<file path="src/rtl/clk_div_param.sv">
`default_nettype none
// ============================================================================
// Module   : clk_div_param
// Brief    : Programmable clock-enable divider. It emits a one-cycle tick every
//            N enabled cycles and a divided clock in pulse or square mode.
// Revision : 1.0 - initial release
// ============================================================================
module clk_div_param #(
  parameter int CTR_W          = 8,
  parameter int DEFAULT_DIV    = 6,
  parameter bit DEFAULT_SQUARE = 1'b0
) (
  input  logic             i_clk,
  input  logic             i_rst,
  input  logic             i_en,
  input  logic             i_sync,
  input  logic [CTR_W-1:0] i_div,
  input  logic             i_div_load,
  input  logic             i_square,
  output logic             o_tick,
  output logic             o_clk,
  output logic             o_div_busy,
  output logic             o_div_err
);

  if ((DEFAULT_DIV < 1) || (DEFAULT_DIV > (2**CTR_W) - 1)) begin : g_bad_default_div
    $error("clk_div_param: DEFAULT_DIV out of range 1..2^CTR_W-1");
  end

  localparam logic [CTR_W-1:0] C_DEFAULT_DIV = CTR_W'(DEFAULT_DIV);
  localparam logic [CTR_W-1:0] C_ONE         = CTR_W'(1);

  logic [CTR_W-1:0] ctr_q, ctr_d;
  logic [CTR_W-1:0] div_q, div_d;
  logic [CTR_W-1:0] pend_q, pend_d;
  logic             pend_vld_q, pend_vld_d;
  logic             square_q, square_d;
  logic             tick_q, tick_d;
  logic             clk_q, clk_d;
  logic             err_q, err_d;

  logic [CTR_W-1:0] last_cnt;
  logic [CTR_W-1:0] high_cnt;
  logic             load_ok;

  assign last_cnt = div_q - C_ONE;
  // ceil(N/2) written so it cannot overflow at N = 2^CTR_W - 1
  assign high_cnt = div_q - (div_q >> 1);
  assign load_ok  = i_div_load && (i_div != '0);

  always_comb begin
    ctr_d      = ctr_q;
    div_d      = div_q;
    pend_d     = pend_q;
    pend_vld_d = pend_vld_q;
    square_d   = square_q;
    tick_d     = 1'b0;
    clk_d      = clk_q;
    err_d      = i_div_load && (i_div == '0);

    if (i_sync) begin
      ctr_d    = '0;
      clk_d    = 1'b0;
      square_d = i_square;
      if (pend_vld_q) begin
        div_d      = pend_q;
        pend_vld_d = 1'b0;
      end
    end else if (i_en) begin
      if (ctr_q == last_cnt) begin
        ctr_d    = '0;
        tick_d   = 1'b1;
        clk_d    = 1'b1;
        square_d = i_square;
        if (pend_vld_q) begin
          div_d      = pend_q;
          pend_vld_d = 1'b0;
        end
      end else begin
        ctr_d = ctr_q + C_ONE;
        // square output only ever falls mid-period; it rises at the boundary
        clk_d = square_q && clk_q && (ctr_d < high_cnt);
      end
    end else begin
      clk_d = square_q && clk_q;
    end

    // a load on an applying edge lands in pending for the next boundary
    if (load_ok) begin
      pend_d     = i_div;
      pend_vld_d = 1'b1;
    end
  end

  always_ff @(posedge i_clk or posedge i_rst) begin
    if (i_rst) begin
      ctr_q      <= '0;
      div_q      <= C_DEFAULT_DIV;
      pend_q     <= '0;
      pend_vld_q <= 1'b0;
      square_q   <= DEFAULT_SQUARE;
      tick_q     <= 1'b0;
      clk_q      <= 1'b0;
      err_q      <= 1'b0;
    end else begin
      ctr_q      <= ctr_d;
      div_q      <= div_d;
      pend_q     <= pend_d;
      pend_vld_q <= pend_vld_d;
      square_q   <= square_d;
      tick_q     <= tick_d;
      clk_q      <= clk_d;
      err_q      <= err_d;
    end
  end

  assign o_tick     = tick_q;
  assign o_clk      = clk_q;
  assign o_div_busy = pend_vld_q;
  assign o_div_err  = err_q;

endmodule
`default_nettype wire

</file>
<file path="config.mk">
export PLATFORM = sky130hd
export DESIGN_NAME = clk_div_param
export DESIGN_NICKNAME = d
export VERILOG_FILES = /design/src/rtl/clk_div_param.sv
export SDC_FILE = /design/constraint.sdc
export NUM_CORES = 1
export LEC_CHECK = 0
export CORE_UTILIZATION = 58
export CTS_CLUSTER_DIAMETER = 50
export DETAILED_ROUTE_END_ITERATION = 8
export PLACE_DENSITY = 0.8
export SYNTH_ARGS = -nofsm -noshare
export SYNTH_HDL_FRONTEND = slang
export SYNTH_SLANG_ARGS = --single-unit
</file>
<file path="constraint.sdc">
create_clock -name i_clk -period 3.4 [get_ports i_clk]
set_input_delay 0.68 -clock i_clk [delete_from_list [all_inputs] [get_ports i_clk]]
set_output_delay 0.68 -clock i_clk [all_outputs]
set_load 0.03 [all_outputs]
</file>
### Word-level counts from Yosys, hierarchy flattened

Index checks and enable logic that the tools add are counted.

* register bits after elaboration: 29
* input port bits: 14
* output and inout port bits: 4

* $add $sub $neg: 3
* $lt $le $gt $ge: 1
* equal/unequal tests: 1
* mux-type cells: 20
* reduce and logical (&&, ||, !) cells: 12

Operators by type and width (count)
* $mux 8: 7
* $mux 1: 13
* $add 8x1->8 const B: 1
* $eq 8x8->1: 1
* $logic_not 8->1: 1
* $lt 8x8->1: 1
* $reduce_bool 8->1: 1
* $sub 8x1->8 const B: 1
* $sub 8x7->8: 1
* $reduce_bool 3->1: 2
* $logic_and 1x1->1: 4
* $reduce_and 2->1: 2
* $reduce_bool 2->1: 2

### Depth between registers and ports, before layout

Gate-level depths: netlist (run 1).

* depth after elaboration: 6
* mapped depth: 16
* gate-level depth less buffers: 16

### Least setup slack after synthesis (run 1)

No wires, ideal clock.

* path kind: register -> register
* start: register div_q[1]
* end: register clk_q, in the netlist o_clk
* library setup time: 0.083 ns
* arrival: 2.640 ns
* slack: 0.677 ns
* cell stages (with the launch flop): 16
* period minus slack after synthesis: 2.723 ns
* cells stage by stage: dfstp_2 -> ha_1 -> inv_1 -> fa_1 -> nand2b_1 -> a21oi_1 -> o21ai_0 -> a21oi_1 -> nor2_1 -> xor2_1 -> ha_1 -> o2111ai_1 -> a21oi_1 -> a2111oi_0 -> o21ai_0 -> o21ai_0

* cells in the longest elaborated chain, start to end: 6
* elaborated cells on any way between the ends: 8
* those cells by class: add/sub: 2; order compare: 1; eq/ne: 1; mux: 3; reduce/logical: 1

RTL lines
* start, declared: line 34 `logic [CTR_W-1:0] div_q, div_d;`
* start signal, assigned: line 107 `div_q <= div_d;`
* $sub 8x7->8: line 48 `assign high_cnt = div_q - (div_q >> 1);`
* $lt 8x8->1: line 82 `clk_d = square_q && clk_q && (ctr_d < high_cnt);`
* $logic_and 1x1->1: line 82
* $mux 1 (*): line 70 `if (ctr_q == last_cnt) begin`
* $mux 1 (*): line 69 `end else if (i_en) begin`
* $mux 1 (*): line 61 `if (i_sync) begin`
* named net clk_d: line 39 `logic clk_q, clk_d;`
* end signal, assigned: line 112 `clk_q <= clk_d;`
* end, declared: line 39

Mark *: on every way through the listed nets, which the timed path passes. The rest lies on a longest branch.
A chain may end at the register's enable or synchronous reset.

### Final worst setup path (run 1)

Same ends and word-level chain as after synthesis.

==> results of run 1 <==
layout by cell type (no fill, tap or decap), types with 2 or more instances in the layout:
master / count
sky130_fd_sc_hd__dfstp_2: 2
sky130_fd_sc_hd__nand2_1: 33
sky130_fd_sc_hd__a21oi_1: 12
sky130_fd_sc_hd__clkbuf_4: 5
sky130_fd_sc_hd__inv_1: 17
sky130_fd_sc_hd__nor2_1: 10
sky130_fd_sc_hd__and2_1: 2
sky130_fd_sc_hd__nand3_1: 9
sky130_fd_sc_hd__dfrtp_1: 27
sky130_fd_sc_hd__buf_4: 3
sky130_fd_sc_hd__and3_1: 3
sky130_fd_sc_hd__xor2_1: 10
sky130_fd_sc_hd__nand2b_1: 9
sky130_fd_sc_hd__nor4_1: 4
sky130_fd_sc_hd__ha_1: 25
sky130_fd_sc_hd__clkdlybuf4s50_1: 17
sky130_fd_sc_hd__xnor2_1: 13
sky130_fd_sc_hd__o21ai_0: 7
sky130_fd_sc_hd__mux2_4: 8
sky130_fd_sc_hd__clkbuf_1: 2
through the flow:
stage          util (%)  total power [mW]  setup WS [ps]  cells  instance area (sq um)
4_1_cts            69.8              1.11            397    286                   2370
3_3_place_gp       68.1             0.885            431    278                   2310
3_5_place_dp       68.1             0.898            420    278                   2310
5_1_grt            69.8              1.19            144    286                   2370
2_1_floorplan         -             0.788            677    218                   2090
6_report           69.8              1.10            441    286                   2370
registers in the layout, summed over array words and instances (netlist names):
| name | cells |
|---|---|
| ctr_q | 8 |
| div_q | 8 |
| o_clk | 1 |
| o_div_busy | 1 |
| o_div_err | 1 |
| o_tick | 1 |
| pend_q | 8 |
| square_q | 1 |
routing by layer:
| layer | part of all wire [%] | vias up | track usage (%) |
|---|---|---|---|
| li1 | - | 781 | - |
| met1 | 49 | 722 | 32.1 |
| met2 | 47 | 22 | 36.8 |
| met3 | 2.6 | 9 | 5.38 |
| met4 | 1.6 | 0 | 7.62 |
| met5 | 0 | - | 0 |
cell families (layout without fill, tap and decap cells):
| family | count (synthesis) | count (layout) | synth area share [%] |
|---|---|---|---|
| compound gates | 31 | 31 | 9.29 |
| xor+xnor | 24 | 24 | 10.8 |
| fa+ha+maj | 26 | 26 | 15.9 |
| buf+inv | 23 | 45 | 4.49 |
| flops | 29 | 29 | 34.9 |
| mux | 10 | 10 | 6.77 |
| simple gates | 75 | 75 | 17.9 |
power by group:
group	leakage [nW]	internal, mW	switching (mW)
sequential	0.366	0.380	0.0405
clock	0.0326	0.102	0.112
combinational	0.740	0.224	0.244
total	1.14	0.706	0.397
final cells by class:
cell class                      count  area [sq um]
Multi-Input combinational cell    166          1270
Fill cell                         282          1020
Sequential cell                    29           728
Timing Repair Buffer               20           193
Inverter                           17          63.8
Clock buffer                        8          58.8
Tap cell                           46          57.6
path summary, 6_finish.rpt:
check / cells past startpoint / endpoint / startpoint
max: 15 / o_clk / div_q[1]
min: 2 / pend_q[5] / pend_q[5]
max reg2reg: 15 / o_clk / div_q[1]
min reg2reg: 2 / pend_q[5] / pend_q[5]
max in group asynchronous: 3 / div_q[1] / i_rst
min in group asynchronous: 2 / o_tick / i_rst
worst min-delay path, cell delays in order (launching register included):
cell	delay (ps)
sky130_fd_sc_hd__dfrtp_1	350
sky130_fd_sc_hd__nand2_1	50
sky130_fd_sc_hd__nand2_1	50
==> flow_summary.rst, run 1 <==
.. list-table::
   :header-rows: 1

   * - Metric
     - Value
   * - Cts-stage hold buffer count
     - 0
   * - Antenna violations before repair
     - 0
   * - Number of instances resized during post-cts repair
     - 0
   * - Critical Path Sink Type
     - flop
   * - Register bit total from synthesis
     - 29
   * - Count of endpoints failing setup in the final report
     - 0
   * - CTS Sinks
     - 29
   * - Cell row count
     - 21
   * - Final Routed Wirelength
     - 3.94 mm
   * - Largest cells by area after synthesis
     - sky130_fd_sc_hd__dfrtp_1, sky130_fd_sc_hd__ha_1, sky130_fd_sc_hd__nand2_1
   * - Height of the die
     - 62.0 um
   * - Total setup buffers inserted after CTS
     - 0
   * - Root buf cell
     - sky130_fd_sc_hd__clkbuf_4
   * - Aggregate global-route resource usage
     - 23.4%
   * - Std-Cell Core Area
     - about 0.0034 sq mm
   * - Class of the worst hold path
     - flop to flop
   * - Most used standard cell by instance count after synthesis
     - sky130_fd_sc_hd__nand2_1
   * - Detail Route Antenna Nets
     - 0
   * - Maximum operating frequency
     - 338 MHz
   * - Cell with the largest stage delay on the worst path
     - sky130_fd_sc_hd__dfstp_2
   * - Detailed router's first-iteration violation count
     - 84
   * - Largest stage delay on the critical path
     - roughly 580 ps
   * - Leak Pwr
     - about 1.1 nW
   * - Post-detailed-route via-to-cell ratio
     - 5.36
   * - Crit path buf inv count
     - 1
   * - Die ar.
     - 0.00384 sq mm
   * - Effective utilization at floorplan
     - 61.6%
   * - Cell types with the highest counts after synthesis
     - sky130_fd_sc_hd__nand2_1, sky130_fd_sc_hd__dfrtp_1, sky130_fd_sc_hd__ha_1
   * - Register area share after synthesis
     - 34.9%
   * - Clock tree from TritonCTS
     - done
   * - Wire length of the first global-routing pass
     - 6.42 mm
   * - Data arrival time at the worst-slack endpoint
     - roughly 3200 ps
   * - Number of global-route vias before repair
     - 1404
   * - Detailed-route DRC error count
     - 0
   * - Net Count, Synth
     - ~260
   * - IO buf count
     - 17
   * - Number of top-level pins
     - 18
   * - Detailed placement HPWL
     - 3.16 mm
   * - Peak supply drop
     - between 0.0002 and 0.0003 V
   * - Number of hold-slack violations in the final timing report
     - 0
   * - CP cell instances
     - ha_1 -> inv_1 -> fa_1 -> nand2b_1 -> a21oi_1 -> o21ai_0 -> a21oi_1 -> nor2_1 -> xor2_1 -> ha_1 -> o2111ai_1 -> a21oi_1 -> a2111oi_0 -> o21ai_0 -> o21ai_0
   * - Result of the run
     - complete, no violations
   * - Post-synth cell types
     - 39
   * - Clock latency on the worst-skew pair
     - 330 ps
   * - TritonCTS Buffers
     - 5
   * - CP startpoint kind
     - flop
   * - Clock slew at reported path FFs
     - 90 ps
   * - GRT Residual Overflow
     - 0
   * - Antenna cells
     - 0
   * - Setup Crit Path Kind
     - flop to flop
   * - Share of Yosys cell area claimed by the top area cell type
     - 32.4%
   * - Max clock buf depth
     - 2
   * - Final period demand of the worst path
     - 2960 ps
   * - Share of cells above drive strength 1
     - 9.58%
   * - Unrepaired setup endpoints after global routing
     - no
   * - Top flip-flop cell by instance count after synthesis
     - sky130_fd_sc_hd__dfrtp_1
   * - Largest fanout on the critical path
     - 5
   * - PwrDens
     - 466 mW/mm^2
   * - MaxCap Viol Count
     - 0
   * - Number of warning messages in the yosys log
     - 0
   * - Synth-to-layout area growth
     - 13.4%
   * - Data required, critical path
     - 3650 ps
   * - Routed WL per cell
     - 13.8 um
   * - Final setup TNS
     - 0 ps
   * - Number of enable-type register cells in the synthesized netlist
     - 0
   * - Mapped Cells
     - 218
   * - Routability-driven placement congestion ratio
     - just over 0.9
   * - Ratio of final minimum period to clock period
     - 87.0%
   * - Die span in x
     - 62.0 um
   * - Max-Slew Margin vs Limit
     - between 30% and 40%
   * - Internal reg-to-reg setup slack
     - 440 ps
   * - Max H-tree Level
     - 2
   * - Average cell area after synthesis
     - roughly 9.6 sq um
   * - Maximum number of pins on one net before global-route repair
     - 29
   * - Share of synthesized registers carrying an async set or reset
     - 100%
   * - Worst slew pin tran
     - around 1000 ps
   * - Worst clock skew
     - 10.8 ps
   * - Detailed-router iteration count before antenna repair
     - 4
   * - Top cell type by total area after synthesis
     - sky130_fd_sc_hd__dfrtp_1
   * - Final-layout worst hold slack
     - 485 ps
   * - Largest delay contributor family on the critical path
     - compound AO/OA/AOI/OAI gates
   * - Max-slew violation count
     - 0
   * - Total standard cell area after synthesis
     - about 0.0021 sq mm
   * - Routed vias
     - 1534
   * - Number of nets in the finished design
     - 279
(Power assumes the default switching activity.)
==> run 2: changes to the inputs <==
==> constraint.sdc (replaced) <==
create_clock -name i_clk -period 3 [get_ports i_clk]
set_input_delay 0.6 -clock i_clk [delete_from_list [all_inputs] [get_ports i_clk]]
set_output_delay 0.6 -clock i_clk [all_outputs]
set_load 0.03 [all_outputs]
==> flow_summary.rst, run 2 (same netlist as run 1, synthesis figures left out) <==
.. list-table::
   :header-rows: 1

   * - Metric
     - Value
   * - Result of the run
     - complete, no violations
   * - Wire length of the first global-routing pass
     - 6.57 mm (+2.4%)
   * - Post-Layout Inst Area
     - 0.00243 sq mm (+2.5%)
   * - Max clock buf depth
     - 2 (unchanged)
   * - Worst slew pin tran
     - 474 ps (-531 ps)
   * - Comb power frac
     - 43.6% (+1.2 points)
   * - Internal power consumption
     - 822 uW (+17%)
   * - TritonCTS Buffers
     - 5 (unchanged)
   * - IO buf count
     - 17 (unchanged)
   * - Effective utilization at floorplan
     - 61.6% (unchanged)
   * - Std-Cell Core Area
     - 0.00339 sq mm (unchanged)
   * - Clock tree from TritonCTS
     - done
   * - Placed cell count
     - 279 (+0.36%)
   * - Ratio of final minimum period to clock period
     - 94.7% (+7.7 points)
   * - CP startpoint kind
     - flop
   * - Class of the worst hold path
     - flop to flop
   * - Tot Pwr
     - 1.29 mW (+17%)
   * - Share of cells above drive strength 1
     - 12.8% (+3.2 points)
   * - Post-detailed-route via-to-cell ratio
     - 5.44 (+1.4%)
   * - Clock slew at reported path FFs
     - 90 ps (about the same)
   * - CTS Sinks
     - 29 (unchanged)
   * - Min-Delay Path Depth
     - 2 (unchanged)
   * - Largest stage delay on the critical path
     - 580 ps (about the same)
   * - Detailed-router iteration count before antenna repair
     - 4 (unchanged)
   * - Met2 wire length
     - 2.02 mm (+9.7%)
   * - Worst clock skew
     - 8.31 ps (-2.53 ps)
   * - Height of the die
     - 62.0 um (unchanged)
   * - Destination of the worst register-to-register timing path
     - o_clk
   * - Internal reg-to-reg setup slack
     - 160 ps (-280 ps)
   * - Max-Slew Margin vs Limit
     - 68.3% (+35 points)
   * - Worst Reg-to-Reg Cells
     - 11 (-4)
   * - Hold Path Origin
     - pend_q[3]
   * - Data arrival time at the worst-slack endpoint
     - 3080 ps (-130 ps)
   * - Critical Path Sink Type
     - flop
   * - Antenna violations before repair
     - 0 (unchanged)
   * - Detail Route Antenna Nets
     - 0 (unchanged)
   * - Leading cell types in the layout, fill and taps excluded
     - sky130_fd_sc_hd__nand2_1, sky130_fd_sc_hd__dfrtp_1, sky130_fd_sc_hd__ha_1, sky130_fd_sc_hd__inv_1, sky130_fd_sc_hd__clkdlybuf4s50_1
   * - Routed vias
     - 1567 (+2.2%)
   * - Peak supply drop
     - 0.000387 V (+54%)
   * - Worst Hold Endpoint
     - pend_q[3]
   * - Post-route met1 wirelength
     - 1.88 mm (-2.5%)
   * - Maximum number of pins on one net before global-route repair
     - 30 (+3.4%)
   * - Number of hold-slack violations in the final timing report
     - 0 (unchanged)
   * - Cell with the largest stage delay on the worst path
     - sky130_fd_sc_hd__dfstp_2
   * - Reg2reg start
     - div_q[2]
   * - Clk pwr share
     - 19.5% (about the same)
   * - Max-slew violation count
     - 0 (unchanged)
   * - Top layer reached by signal wires
     - met4
   * - Count of endpoints failing setup in the final report
     - 0 (unchanged)
   * - Die span in x
     - 62.0 um (unchanged)
   * - Clock latency on the worst-skew pair
     - 330 ps (about the same)
   * - Instance area at placement
     - 0.00233 sq mm (+0.87%)
   * - Die ar.
     - 0.00384 sq mm (unchanged)
   * - Cell row count
     - 21 (unchanged)
   * - Leak Pwr
     - 1.15 nW (+1.2%)
   * - Setup Crit Path Kind
     - flop to flop
   * - Synth-to-layout area growth
     - 16.2%
   * - Detailed router's first-iteration violation count
     - 70 (-17%)
   * - Total area of sequential cells
     - 728 sq um (unchanged)
   * - Max H-tree Level
     - 2 (unchanged)
   * - Routability-driven placement congestion ratio
     - 0.841 (-7.9%)
   * - MaxCap Viol Count
     - 0 (unchanged)
   * - GRT Residual Overflow
     - 0 (unchanged)
   * - Number of global-route vias before repair
     - 1494 (+6.4%)
   * - Cts-stage hold buffer count
     - 0 (unchanged)
   * - Largest fanout on the critical path
     - 5 (unchanged)
   * - Switching power as a share of total power
     - 36.4% (+0.43 points)
   * - Final standard cell count with taps included and fillers excluded
     - 288 (+0.70%)
   * - Detailed-route DRC error count
     - 0 (unchanged)
   * - Detailed placement HPWL
     - 3.27 mm (+3.4%)
   * - Met3 routed WL
     - 151 um (+50%)
   * - Data required, critical path
     - 3240 ps (-410 ps)
   * - Area of the multi-input gates
     - 0.00129 sq mm (+2.2%)
   * - Crit path buf inv count
     - 1 (unchanged)
   * - Final setup TNS
     - 0 ps (unchanged)
   * - Switching power
     - 471 uW (+19%)
   * - Largest delay contributor family on the critical path
     - compound AO/OA/AOI/OAI gates
   * - Number of top-level pins
     - 18 (unchanged)
   * - Layout filler cell count
     - 265 (-6.0%)
   * - Aggregate global-route resource usage
     - 24.5% (+1.0 points)
   * - Final Routed Wirelength
     - 4.09 mm (+4.0%)
   * - Number of nets in the finished design
     - 281 (+0.72%)
   * - Largest registers ranked by flip-flop count
     - ctr_q x8, div_q x8, pend_q x8
   * - PwrDens
     - 533 mW/mm^2 (+14%)
   * - Power share of the sequential group
     - 36.9% (-1.2 points)
   * - CP cell instances
     - inv_1 -> ha_1 -> o21ba_2 -> o21ai_1 -> a221oi_1 -> xnor2_1 -> ha_1 -> a21o_1 -> a2111oi_2 -> o21ai_1 -> o21ai_0
   * - Maximum operating frequency
     - 352 MHz (+4.1%)
   * - Routed WL per cell
     - 14.2 um (+3.3%)
   * - Most common cell after layout, fill and taps aside
     - sky130_fd_sc_hd__nand2_1
   * - Root buf cell
     - sky130_fd_sc_hd__clkbuf_4
   * - Antenna cells
     - 0 (unchanged)
   * - Final period demand of the worst path
     - 2840 ps (-117 ps)
[run 2: power groups by stage]
stage | Clock, mW | Sequential, mW | Combinational [mW]
detailed placement | 0 | 0.484 | 0.538
finish | 0.252 | 0.477 | 0.564
global placement | 0 | 0.481 | 0.518
global route | 0.283 | 0.482 | 0.636
CTS | 0.268 | 0.477 | 0.541
floorplan | 0 | 0.471 | 0.422
[run 2: what timing repair did]
action                                  CTS  global route
pin swaps                                 1             3
resized for setup                         0             9
endpoints found under the setup margin    1             1
cloned                                    0             0
setup buffers                             0             1
[run 2: how the worst max path moves through the flow]
stage,start,to,slack (ps),depth (start not counted)
floorplan,div_q[1],o_clk,280,15
global placement,div_q[1],o_clk,130,15
detailed placement,div_q[1],o_clk,-9,15
CTS,div_q[1],o_clk,80,15
global route,div_q[1],o_clk,-60,15
finish,div_q[2],o_clk,160,11
[run 2: layout make-up]
cell class	instances	area share, %
multi-input combinational	166	53.3
tap	46	2.37
inverter	17	2.63
clock inverter	1	0.309
timing repair buffer	22	9.08
sequential	29	30.0
clock buffer	7	2.27
[run 2: worst reg2reg max path, delay by kind of cell (launching register included)]
family                     cells  cell delay (ps)
AOI/OAI and AO/OA              7             1300
xor gates and xnor gates       1              170
adders and majority gates      2              570
buffers and inverters          1              150
DFF                            1              580
[run 2: layer usage]
layer / vias to the layer above / GRT usage (%)
li1: 782 / -
met1: 748 / 30.6
met2: 32 / 41.0
met3: 5 / 6.63
met4: 0 / 7.94
met5: - / 0
[run 2: metrics by stage]
step	worst slack, ps	hold WS, ps	util (%)
after detailed placement	-8.91	466	68.7
after floorplan	277	446	-
after CTS	79.5	489	70.5
after global routing	-62.4	506	71.6
after global placement	134	459	68.7
final	158	483	71.6
